[src/rtl/gups_pkg.sv]
// Shared definitions for the GUPS memory controller: controller states,
// default geometry and the data-path width.
package gups_pkg;

    localparam int ADDR_W_DEF = 16;
    localparam int RD_LAT_DEF = 2;
    localparam int DATA_W     = 64;

    typedef enum logic [2:0] {
        IDLE,
        RD_ISSUE,
        RD_WAIT,
        RD_RESP,
        WAIT_WR,
        WR_ISSUE,
        WR_RESP,
        DRAIN
    } state_t;

endpackage

[src/rtl/gups_lat_cnt.sv]
// Loadable 3-bit down-counter that times the SRAM read latency; zero is
// asserted while the counter is at 0 and the counter saturates there.
module gups_lat_cnt (
    input  logic       clk,
    input  logic       reset,
    input  logic       load,
    input  logic [2:0] load_val,
    input  logic       dec,
    output logic       zero
);

    logic [2:0] count;

    always_ff @(posedge clk) begin
        if (reset) begin
            count <= 3'd0;
        end else if (load) begin
            count <= load_val;
        end else if (dec && (count != 3'd0)) begin
            count <= count - 3'd1;
        end
    end

    assign zero = (count == 3'd0);

endmodule

[src/rtl/gups_mem_ctrl.sv]
// Read-modify-write SRAM controller for the GUPS update generator: one read
// phase, one write phase, an update counter, and clean abort of partial updates.
module gups_mem_ctrl
    import gups_pkg::*;
#(
    parameter int ADDR_W = ADDR_W_DEF,
    parameter int RD_LAT = RD_LAT_DEF
) (
    input  logic              clk,
    input  logic              reset,
    input  logic              req,
    input  logic              wr,
    input  logic [63:0]       address,
    input  logic [DATA_W-1:0] wdata,
    output logic [DATA_W-1:0] rdata,
    output logic              ready,
    output logic              mem_en,
    output logic              mem_we,
    output logic [ADDR_W-1:0] mem_addr,
    output logic [DATA_W-1:0] mem_wdata,
    input  logic [DATA_W-1:0] mem_rdata,
    output logic [31:0]       updates,
    output logic              busy
);

    state_t state;
    state_t next_state;
    logic   cnt_load;
    logic   cnt_dec;
    logic   cnt_zero;
    logic   capture;
    logic   aborted;

    // Upper address bits alias onto the SRAM; they are intentionally dropped.
    generate
        if (ADDR_W < 64) begin : g_addr_hi
            logic unused_addr_hi;
            assign unused_addr_hi = ^address[63:ADDR_W];
        end
    endgenerate

    // Loaded as the read strobe is registered, so it hits zero exactly in the
    // cycle mem_rdata becomes valid.
    gups_lat_cnt u_lat_cnt (
        .clk      (clk),
        .reset    (reset),
        .load     (cnt_load),
        .load_val (3'(RD_LAT)),
        .dec      (cnt_dec),
        .zero     (cnt_zero)
    );

    assign cnt_dec = (state == RD_ISSUE) || (state == RD_WAIT);

    always_comb begin
        next_state = state;
        cnt_load   = 1'b0;
        capture    = 1'b0;
        case (state)
            IDLE: begin
                if (req && !wr) begin
                    next_state = RD_ISSUE;
                    cnt_load   = 1'b1;
                end
            end
            RD_ISSUE: next_state = RD_WAIT;
            RD_WAIT: begin
                if (cnt_zero) begin
                    if (req && !aborted) begin
                        next_state = RD_RESP;
                        capture    = 1'b1;
                    end else begin
                        next_state = IDLE;
                    end
                end
            end
            RD_RESP: next_state = req ? WAIT_WR : IDLE;
            WAIT_WR: begin
                if (!req) begin
                    next_state = IDLE;
                end else if (wr) begin
                    next_state = WR_ISSUE;
                end
            end
            WR_ISSUE: next_state = WR_RESP;
            WR_RESP:  next_state = DRAIN;
            DRAIN: begin
                if (!req) begin
                    next_state = IDLE;
                end
            end
            default: next_state = IDLE;
        endcase
    end

    // Strobes and status are decoded from next_state so every output is a flop.
    always_ff @(posedge clk) begin
        if (reset) begin
            state     <= IDLE;
            ready     <= 1'b0;
            mem_en    <= 1'b0;
            mem_we    <= 1'b0;
            busy      <= 1'b0;
            rdata     <= '0;
            mem_addr  <= '0;
            mem_wdata <= '0;
            updates   <= '0;
            aborted   <= 1'b0;
        end else begin
            state  <= next_state;
            ready  <= (next_state == RD_RESP) || (next_state == WR_RESP);
            mem_en <= (next_state == RD_ISSUE) || (next_state == WR_ISSUE);
            mem_we <= (next_state == WR_ISSUE);
            busy   <= (next_state != IDLE);
            if (cnt_load) begin
                mem_addr <= address[ADDR_W-1:0];
            end
            if (capture) begin
                rdata <= mem_rdata;
            end
            if ((state == WAIT_WR) && (next_state == WR_ISSUE)) begin
                mem_wdata <= wdata;
            end
            if (next_state == WR_RESP) begin
                updates <= updates + 32'd1;
            end
            if (state == IDLE) begin
                aborted <= 1'b0;
            end else if ((state == RD_WAIT) && !req) begin
                aborted <= 1'b1;
            end
        end
    end

endmodule

[config.mk]
export PLATFORM = sky130hd
export DESIGN_NAME = gups_mem_ctrl
export DESIGN_NICKNAME = d
export VERILOG_FILES = /design/src/rtl/gups_pkg.sv /design/src/rtl/gups_lat_cnt.sv /design/src/rtl/gups_mem_ctrl.sv
export SDC_FILE = /design/constraint.sdc
export NUM_CORES = 1
export LEC_CHECK = 0
export ABC_CLOCK_PERIOD_IN_PS = 2800
export CORE_AREA = 2 2 146 148
export DETAILED_ROUTE_END_ITERATION = 8
export DIE_AREA = 0 0 148 150
export GPL_TIMING_DRIVEN = 0
export MAX_ROUTING_LAYER = met4
export PLACE_DENSITY = 0.71
export SLEW_MARGIN = 20
export SYNTH_ARGS = -nofsm -noshare
export SYNTH_HDL_FRONTEND = slang
export SYNTH_SLANG_ARGS = --single-unit
[constraint.sdc]
create_clock -name clk -period 2.8 [get_ports clk]
set_input_delay 0.56 -clock clk [delete_from_list [all_inputs] [get_ports clk]]
set_output_delay 0.56 -clock clk [all_outputs]
set_load 0.05 [all_outputs]
# [After elaboration in Yosys (flattened, before gate mapping)]
# Cells that the tools add are included.
[totals] latchBits=0 register_bits=187 elab_cells=58 memories=0 out_inout_bits=180 romBits=0 in_bits=196 ram_bits=0
[classes] bitwise_logic=0 n_reduce_logical=18 multipliers=0 magnitude_cmp=0 muxes=15 add_sub_neg=2 eq_ne=11 div=0 n_shift=0
[ops] op="$add A32 B1 Y32 const B" count=1
[ops] op="$pmux W3 S8" count=1
[ops] op="$eq A3 B3 Y1 const B" count=6
[ops] op="$mux W3" count=6
[ops] op="$eq A3 B2 Y1 const B" count=3
[ops] op="$eq A3 B1 Y1 const B" count=2
[ops] op="$logic_not A3 Y1" count=2
[ops] op="$mux W2" count=3
[ops] op="$reduce_bool A3 Y1" count=2
[ops] op="$logic_and A1 B1 Y1" count=5
[ops] op="$mux W1" count=5
[ops] op="$reduce_or A2 Y1" count=2
[ops] op="$logic_not A1 Y1" count=3
[ops] op="$logic_or A1 B1 Y1" count=3
[ops] op="$sub A3 B1 Y3 const B" count=1
[ops] op="$reduce_bool A2 Y1" count=1

# [Longest topological paths before layout]
# Gate-level depths: netlist of the first run.
[logic_depth] depth_word=7 depth_mapped=8 mapped_depth_nobuf=6

# [Cells and area by module]
# Synthesis of the first run repeated with hierarchy kept, for this count alone.
[unflattened] hier_cells=881 hier_area_um2=7064.3
[by_module_without_submodules] mod="gups_mem_ctrl" instances=1 cells_per_inst=860 seq_area_each_um2=3683.5 area_each_um2=6881.6
[by_module_without_submodules] mod="gups_lat_cnt" instances=1 cells_per_inst=21 seq_area_each_um2=60.1 area_each_um2=182.7

# [Worst setup path before layout of the first run]
# No wires, ideal clock.
[synth_timing] kind="register -> register" startpoint="reg updates[3]" endpoint="reg updates[31]" t_arrival_ns=2.323 path_buffers=2 period_less_slack_ns=2.444 stages_incl_launch_ff=7 required_ns=2.679 slack_ns=0.356 setup_time_ns=0.121 path_cell_list="dfxtp_1 nand4_1 or4_1 buf_2 buf_2 nor4_1 mux2_2"
[synth_via] elab_chain_len=1
[synth_lines] element="start: declaration" line="gups_mem_ctrl.sv:22" source="output logic [31:0] updates,"
[synth_lines] element="start signal: assignment" line="gups_mem_ctrl.sv:125" source="updates <= updates + 32'd1;"
[synth_lines] element="$add A32 B1 Y32" line="gups_mem_ctrl.sv:125"
# No other way between the ends.
# A chain may end at the register's enable or synchronous reset.

# [Final worst setup path of the first run]
[layout_timing] startpoint="in req" endpoint="reg mem_wdata[61]"
[layout_via] elab_chain_len=6 word_cells_on_any_way=11 cone_classes="eq/ne: 1; mux: 7; reduce/logical: 3"
[layout_lines] element="start: declaration" line="gups_mem_ctrl.sv:11" source="input logic req,"
[layout_lines] element="$logic_and A1 B1 Y1" line="gups_mem_ctrl.sv:69" source="if (req && !aborted) begin"
[layout_lines] element="$mux W2" line="gups_mem_ctrl.sv:69"
[layout_lines] element="$mux W3" line="gups_mem_ctrl.sv:68" source="if (cnt_zero) begin"
[layout_lines] element="$pmux W3 S8 *" line="gups_mem_ctrl.sv:59" source="case (state)"
[layout_lines] element="$eq A3 B3 Y1 *" line="gups_mem_ctrl.sv:121" source="if ((state == WAIT_WR) && (next_state == WR_ISSUE)) begin"
[layout_lines] element="$logic_and A1 B1 Y1 *" line="gups_mem_ctrl.sv:121"
[layout_lines] element="end signal: assignment" line="gups_mem_ctrl.sv:122" source="mem_wdata <= wdata;"
[layout_lines] element="end: declaration" line="gups_mem_ctrl.sv:20" source="output logic [DATA_W-1:0] mem_wdata,"
# Every way passes the cells marked *; elsewhere a longest branch is shown, timed or not.

==> impl_metrics.toml, run 1 <==
[cts]
cts_hold_buf = 0
clock_path_buffers = 2
cts_setup_buffers = 0
cts_sinks = 187
cts-buffers-inserted = 17
clock-root-buffer = "clkbuf_16"
cts.htree.levels = 4
clk_pin_slew_ps = 80
cts-resized-gates = 0
cts_tree = "yes"
clkLatencyLatePin_ps = 420

[die]
die_y_um = 150
die_area_um2 = 22200
fp-row-count = 53
start_util = 0.338
io_pins = 376
die_w_um = 148
core_region_area_um2 = 20700

[finish]
fillers = 1964
nets = 1415
diodes = 0
area_growth_pct = 60.3
post_route_cells_drive_above_1_share = 0.0309

[routing]
drt_wl_total_um = 23600
ant_nets = 0
drtIter0Drc = 318
via_per_inst = 4.83
num_vias = 7268
dr.pass1.iters = 5
drc = 0
detail_route.wl_per_cell_um = 15.7

[critical_path]
crit_type = "input pin to flop"
critPathRequiredTime_ps = 3140
start_kind = "input pin"
regToRegSetupSlack_ps = 450
critPathCaptureType = "flop"
cp_max_fo = 10
arrival_ps = 2830

[yosys]
ys_ff_latch = 187
synth-compound-area-share = 0.152
synth_xor_area_frac = 0.0138
yosys.area_share.simple = 0.249
synth_cells = 870
synth_top_family_by_area = "simple AND/OR/NAND/NOR gates"
synth_seq_area_share = 0.535
synthMuxAreaShare = 0.00483
synth.avg_cell_area_um2 = 8.05
ys_warn_count = 0
synth_area_um2 = 7000
ys_types = 39
synthAdderAreaFrac = 0.00536
synth_fp_nets = 1069

[global_route]
grt_pass1_vias = 6821
track_usage = 0.211
grt_pass1_wl_um = 36000
grt_start_max_net_pins = 18
globalRouteOverflowTotal = 0
antenna_found_initial = 0

[timing]
relSlewSlack = 0.481
worst_clock_skew_ps = 8.87
finalMaxSlewViolations = 0
fmax_mhz = 401
setup_viol = 0
timing.final.crit_share = 0.890
fin_crit_ps = 2490
max_slew.worst_pin.slew_ps = 778
hold_violations = 0
rsz0062_at_grt = "false"
fin_tns_setup_ps = 0
fin_ws_ps = 308

[power]
totalPowerFinal_w = 0.00576
vdd_drop_max_mv = 0.429
leakage_nw = 3.64
power.density_nw_per_um2 = 513

[flow_run]
cap_violations = 0

[placed_design]
port_buffers = 326
dp_hpwl_um = 17500
post-place-ws_ps = -142
finalWeightedCongestion = 0.819

[status]
status = "finished clean"

[worst_hold_path]
hold_class = "flop to flop"
==> state kept, by name, summed over array words and instances (netlist names), 3 cells and up <==
| register | count |
|---|---|
| mem_wdata | 64 |
| rdata | 64 |
| updates | 32 |
| mem_addr | 16 |
| state | 3 |
| u_lat_cnt.count | 3 |
==> logic make-up after synthesis <==
group                    count (synthesis)
flip-flops                             187
AO/OA/AOI/OAI                          198
adder cells (fa/ha/maj)                  3
multiplexers                             3
XOR/XNOR                                11
AND/OR/NAND/NOR                        396
buffers and inverters                   72
==> worst max-delay path, cell delays in order <==
cell and delay, ps:
clkdlybuf4s50_1 610, nor2b_1 240, and4_1 210, clkbuf_1 510, clkbuf_1 440, nand2_1 120, a21oi_1 140
==> Yosys cell counts (all sizes together) <==
| library cell | n | share of area |
|---|---|---|
| buf | 3 | 0.0030 |
| or4b | 3 | 0.0043 |
| or4 | 18 | 0.019 |
| a31oi | 1 | 0.00089 |
| nand2b | 3 | 0.0027 |
| or3 | 2 | 0.0018 |
| and2 | 1 | 0.00089 |
| clkbuf | 62 | 0.033 |
| nand4 | 9 | 0.0080 |
| nor4 | 3 | 0.0036 |
| and4b | 1 | 0.0014 |
| xor2 | 3 | 0.0038 |
| nor2b | 5 | 0.0045 |
| a22o | 1 | 0.0013 |
| a211oi | 4 | 0.0043 |
| and3b | 2 | 0.0025 |
| and3 | 5 | 0.0045 |
| xnor2 | 8 | 0.010 |
| nand3 | 12 | 0.0086 |
| nor3 | 6 | 0.0043 |
| o21ai | 3 | 0.0021 |
| dfxtp | 187 | 0.53 |
| a21o | 1 | 0.0011 |
| a21oi | 167 | 0.12 |
| inv | 7 | 0.0038 |
| ha | 3 | 0.0054 |
| nand3b | 1 | 0.0011 |
| a211o | 1 | 0.0013 |
| a311oi | 1 | 0.0013 |
| nor2 | 15 | 0.0080 |
| o31ai | 16 | 0.017 |
| o41ai | 3 | 0.0038 |
| nand2 | 300 | 0.16 |
| nor3b | 1 | 0.0011 |
| nor4b | 2 | 0.0025 |
| mux2 | 3 | 0.0048 |
| and4 | 7 | 0.0088 |
==> stage by stage <==
step	hold WS [ps]	cells	area (µm²)	util
after floorplan	486	870	7000	-
after global placement	440	1471	10600	0.513
after detailed placement	446	1472	10600	0.514
after CTS	455	1504	11200	0.542
after global routing	470	1504	11200	0.542
final	454	1504	11200	0.542
==> path summary, 6_finish.rpt <==
| kind | start | to | cells past startpoint |
|---|---|---|---|
| worst max-delay path | req | mem_wdata[61]$_SDFFE_PP0P_ | 7 |
| worst min-delay path | rdata[58]$_SDFFE_PP0P_ | rdata[58]$_SDFFE_PP0P_ | 2 |
| worst max register to register | updates[3]$_SDFFE_PP0N_ | updates[21]$_SDFFE_PP0N_ | 7 |
| worst min register to register | rdata[58]$_SDFFE_PP0P_ | rdata[58]$_SDFFE_PP0P_ | 2 |
==> report_power, final <==
part / internal (W) / switching, W / total, W
sequential: 0.00270 / 0.0000187 / 0.00271
combinational: 0.000280 / 0.000297 / 0.000577
clock: 0.00135 / 0.00112 / 0.00247
total: 0.00432 / 0.00143 / 0.00576
==> final cells by class <==
class                      instances  area, µm²  share of cell area
clock inverter                    13        159              0.0142
multi-input combinational        611       2980               0.266
clock buffer                      19        433              0.0386
tap                              275        344              0.0307
timing repair buffer             327       3270               0.292
buffer                            65        254              0.0226
inverter                           7       26.3             0.00234
sequential                       187       3740               0.334
==> per-layer routing <==
| layer | vias to the layer above | global-route usage | wire, µm | share of wire |
|---|---|---|---|---|
| met2 | 288 | 0.350 | 11500 | 0.49 |
| met3 | 22 | 0.0634 | 1920 | 0.082 |
| met5 | - | - | 0 | 0 |
| met1 | 3334 | 0.249 | 9880 | 0.42 |
| met4 | 0 | 0.0581 | 267 | 0.011 |
| li1 | 3624 | - | - | - |
==> cells in the final DEF (no fill, tap or decap), types with 8 or more instances in the layout <==
cell,count
dfxtp_1,187
nor2_1,15
nand3_1,12
nand2_1,300
a21oi_1,167
or4_1,18
o31ai_1,16
nand4_1,9
clkbuf_1,64
xnor2_1,8
clkdlybuf4s50_1,326
clkbuf_16,17
(Power assumes the default switching activity.)
==> run 2: changes to the inputs <==
ABC_CLOCK_PERIOD_IN_PS = 2120   (was 2800)
CORE_AREA = not set   (was 2 2 146 148)
CORE_MARGIN = 2   (was not set)
CORE_UTILIZATION = 35   (was not set)
DIE_AREA = not set   (was 0 0 148 150)
PLACE_DENSITY = 0.76   (was 0.71)
clock period = 2.12 ns   (was 2.8 ns; I/O delays follow)
==> run 2 against run 1 <==
Against the previous run: non-clock buffer count unchanged; register-to-register slack got worse by 410 ps; sequential power increased by 32%; clock power increased by 42%; critical path depth decreased by 1; via count increased by 1.8%; cell count decreased by 0.66%; sequential share of layout area decreased by 0.44 points; routed wire length decreased by 0.61%; power increased by 36%; worst setup slack got worse by 260 ps.
==> impl_metrics.toml, run 2 (synthesized netlist as in run 1, its figures left out) <==
[power]
p_seq_frac = 0.456
combinationalPowerShare = 0.097
p_switching_w = 0.00192
switching_share = 0.245
vdd_drop_max_mv = 0.512
p_int_w = 0.00593
clkPwrFrac = 0.448
leakage_nw = 3.98
power.density_nw_per_um2 = 684

[finish]
fillers = 1755
layout_commonest_cell = "clkdlybuf4s50_1"
most-common-layout-cells = "clkdlybuf4s50_1, nand2_1, dfxtp_1"
area_growth_pct = 63.9
final_util = 0.588
nets = 1415
diodes = 0
reg.largest.list = "mem_wdata x64, rdata x64, updates x32"
post_route_cells_drive_above_1_share = 0.0806
finalInstanceArea_um2 = 11500

[global_route]
grt_pass1_vias = 7067
globalRouteOverflowTotal = 0
grt_start_max_net_pins = 18
grt_pass1_wl_um = 37000
antenna_found_initial = 0
track_usage = 0.224

[timing]
timing.final.crit_share = 0.980
max_slew.worst_pin.slew_ps = 748
worst_clock_skew_ps = 9.20
finalMaxSlewViolations = 0
relSlewSlack = 0.502
fmax_mhz = 482
hold_violations = 0
fin_crit_ps = 2080
fin_ws_ps = 43.2
hold_ws_ps = 453
setup_viol = 0
fin_tns_setup_ps = 0

[critical_path]
cp_common_cell = "buf_6"
cp_slowest_cell = "or4_4"
crit_cells = 6
start_kind = "flop"
r2r_cells = 6
crit_type = "flop to flop"
crit_chain = "nand4_1 -> or4_4 -> buf_6 -> buf_6 -> nor4_4 -> mux2_2"
arrival_ps = 2390
cp_max_fo = 10
critPathRequiredTime_ps = 2440
critical_path.top_delay_family = "simple AND/OR/NAND/NOR gates"
critPathBufInv = 2
slowest_delay_ps = 540
critPathCaptureType = "flop"

[routing]
via_per_inst = 4.95
num_vias = 7396
drtIter0Drc = 408
dr.pass1.iters = 4
drt_wl_total_um = 23400
drc = 0
ant_nets = 0
detail_route.wl_per_cell_um = 15.7

[die]
die_y_um = 145
fp-row-count = 51
die_area_um2 = 21100
start_util = 0.358
die_w_um = 145
io_pins = 376
core_region_area_um2 = 19500

[cts]
cts-buffers-inserted = 17
cts_sinks = 187
clock_path_buffers = 2
cts_tree = "yes"
clk_pin_slew_ps = 80
cts.htree.levels = 4
clock-root-buffer = "clkbuf_16"
clkLatencyLatePin_ps = 430

[placed_design]
place_area_um2 = 10700
post-place-ws_ps = -696
port_buffers = 326
finalWeightedCongestion = 0.810
dp_hpwl_um = 17400

[status]
status = "finished clean"

[worst_hold_path]
hold_class = "flop to flop"
min_path_cells = 2

[flow_run]
cap_violations = 0
-- run 2: changes by cell type in the layout (fill, tap and decap cells not counted), sizes merged --
cell / change
clkbuf: -5
dlygate4sd2: +9
dlymetal6s2s: +6
clkdlybuf4s50: -15
buf: +6
bufinv: +1
clkinv: -3
clkinvlp: +1
-- run 2: worst reg2reg max path, stage by stage, from the launching register on --
cell and delay (ps):
dfxtp_4 370, nand4_1 140, or4_4 540, buf_6 150
buf_6 150, nor4_4 280, mux2_2 350
-- run 2: final cells by class --
type | instances | area, µm² | share of cell area
Buffer | 60 | 278 | 0.0242
Clock buffer | 20 | 468 | 0.0408
Clock inverter | 12 | 176 | 0.0154
Inverter | 7 | 26.3 | 0.00229
Multi-Input combinational cell | 611 | 3090 | 0.269
Sequential cell | 187 | 3780 | 0.329
Tap cell | 265 | 332 | 0.0289
Timing Repair Buffer | 332 | 3330 | 0.290
-- run 2: per-stage QoR --
step | power (W) | cells
6_report | 0.00785 | 1494
5_1_grt | 0.00812 | 1494
4_1_cts | 0.00792 | 1493
3_5_place_dp | 0.00442 | 1462
3_3_place_gp | 0.00441 | 1461
2_1_floorplan | 0.00398 | 870
-- run 2: path summary, 6_finish.rpt --
path	start	endpoint	slack, ps
max reg2reg	updates[5]$_SDFFE_PP0N_	updates[31]$_SDFFE_PP0N_	40
min	rdata[48]$_SDFFE_PP0P_	rdata[48]$_SDFFE_PP0P_	450
min reg2reg	rdata[48]$_SDFFE_PP0P_	rdata[48]$_SDFFE_PP0P_	450
max	updates[5]$_SDFFE_PP0N_	updates[31]$_SDFFE_PP0N_	40
-- run 2: per-layer routing --
metal	part of all wire	vias up	track usage
li1	-	3623	-
met4	0.026	0	0.0819
met2	0.48	299	0.368
met1	0.42	3434	0.263
met5	0	-	-
met3	0.074	40	0.0621
-- run 2: repair_timing --
item / 4_1_cts / 5_1_grt
hold buffers: 0 / 0
endpoints found under the hold margin: 0 / 0
pin swaps: 2 / 5
setup endpoints to repair: 154 / 150
resized for setup: 27 / 54
buffers inserted: 2 / 3
gates cloned: 0 / 0
-- run 2: power by group through the flow --
| stage | sequential, W | clock, W | combinational, W |
|---|---|---|---|
| after CTS | 0.00358 | 0.00357 | 0.000764 |
| after floorplan | 0.00380 | 0 | 0.000172 |
| final | 0.00358 | 0.00351 | 0.000759 |
| after global routing | 0.00358 | 0.00373 | 0.000811 |
| after global placement | 0.00366 | 0 | 0.000753 |
| after detailed placement | 0.00366 | 0 | 0.000759 |
==> RTL edit: new RTL, flow settings as in run 2 <==
`ADDR_W_DEF`: 16 -> 18.
--- a/src/rtl/gups_pkg.sv
+++ b/src/rtl/gups_pkg.sv
@@ -2,7 +2,7 @@
 // default geometry and the data-path width.
 package gups_pkg;
 
-    localparam int ADDR_W_DEF = 16;
+    localparam int ADDR_W_DEF = 18;
     localparam int RD_LAT_DEF = 2;
     localparam int DATA_W     = 64;
 
Ports: changed (resized mem_addr); port bits go from 376 to 378. The function was not compared with the original's and may differ.
==> RTL edit against run 2 <==
Routed wire length increased by 1.2%; combinational power increased by 2%; final area increased by 0.27%; setup slack improved by 0.0017 ns; area after synthesis increased by 2.7%; sequential cell count increased by 2; sequential share of layout area about the same; power decreased by 3.3%; maximum frequency about the same; largest cell class unchanged.
==> RTL edit: results (changes against run 2) <==
Status = finished, final reports clean
Crit-path slowest cell = clkdlybuf4s50_1
Compound-Gate Fraction of Synth Area = 0.1517 (-0.0007535)
Crit-path max FO = 4 (-6)
Mapped Cells = 890 (+2.3%)
H-tree levels = 4 (unchanged)
Maximum vdd drop = 542.3 uV (+5.9%)
GR met2 Demand/Resource = 0.3589 (-0.008657)
Largest net degree at the start of global routing = 19 (+1)
Arr. time, crit path = 1.65 ns (-0.74 ns)
Post-synthesis adder-cell area fraction = 0.005220 (-0.0001428)
Synth unique cells = 38 (-2.6%)
RePlAce Congestion = 0.8823 (+8.9%)
Most instantiated cells after synthesis = nand2_1, dfxtp_1, a21oi_1, clkbuf_1
Final Skew = 0.01047 ns (+0.001269 ns)
Number of antenna violations at the first check in global routing = 1 (+1)
Net Count, Synth = 1,089 (+1.9%)
Register area share after synthesis = 0.5262 (-0.008671)
Fillers = 1,832 (+4.4%)
GRT Overall Usage = 0.2201 (-0.003839)
Hpwl dp = 17.53 mm (+0.66%)
Post-place setup slack = -0.5696 ns (+0.1260 ns)
Leakage = 4.195 nW (+5.5%)
Max stage delay on crit path = 0.86 ns (+0.32 ns)
First DRT Iteration DRCs = 246 (-40%)
Mux contribution to synthesized area = 0.004698 (-0.0001285)
Post-DP Area = 0.01083 sq mm (+1.7%)
Routed via count = 7,437 (+0.55%)
Worst Tran Pin Value = 0.7366 ns (-0.01107 ns)
First-pass GRT wire length = 36.84 mm (-0.37%)
Synth area leaders = dfxtp_1, nand2_1, a21oi_1
Grt met1 use = 0.2599 (-0.003457)
Number of global-route vias before repair = 7,005 (-0.88%)
Wirelength per Cell = 15.51 um (-1.1%)
Met3 Track Usage GR = 0.07764 (+0.01557)
Share of layout cells above drive strength 1 = 0.05008 (-0.03047)
RTL edit: layout make-up:
class,instances,area [sq um],area share
diodes,1,2.502,0.0002175
plain buffers,63,286.5,0.02490
clock buffers,17,425.4,0.03698
clock inverters,15,152.6,0.01327
inverters,8,30.03,0.002610
multi-input cells,630,3093,0.2688
flip-flops and latches,189,3784,0.3289
well taps,270,337.8,0.02936
repair buffers,336,3393,0.2949
RTL edit: what timing repair did:
action	CTS	global route
hold buffers	0	0
setup buffers	6	0
pin swaps	3	0
gates resized for setup	8	18
endpoints found under the setup margin	128	76
endpoints found under the hold margin	0	0
RTL edit: logic make-up (layout without fill, tap and decap cells):
family	after synthesis	count (layout)
flops	189	189
xor+xnor	11	11
simple gates	407	407
mux	3	3
fa+ha+maj	3	3
other cells	0	1
buf+inv	71	439
compound gates	206	206
RTL edit: path summary, 6_finish.rpt:
kind / start / endpoint / slack [ns] / depth (start not counted)
hold / removal: rdata[60] / rdata[60] / 0.45 / 2
setup / recovery: updates[29] / updates[29] / 0.04 / 1
hold reg to reg: rdata[60] / rdata[60] / 0.45 / 2
setup reg to reg: state[1] / mem_wdata[12] / 0.19 / 7
RTL edit: power breakdown:
group	internal [W]	total, W	switching, W
Sequential	0.00360	0.00362	0.0000248
Combinational	0.000380	0.000777	0.000397
Clock	0.00167	0.00319	0.00153
RTL edit: metal layers:
metal | vias up | share of wire
li1 | 3711 | -
met1 | 3448 | 0.41
met2 | 255 | 0.49
met3 | 23 | 0.086
met4 | 0 | 0.015
met5 | - | 0
RTL edit: worst register-to-register path, stage by stage, from the launching register on:
cell,delay (ns)
dfxtp_1,0.45
buf_2,0.25
nor2_1,0.10
nand4_1,0.10
buf_4,0.20
clkbuf_1,0.40
nand2_1,0.12
a21oi_1,0.22
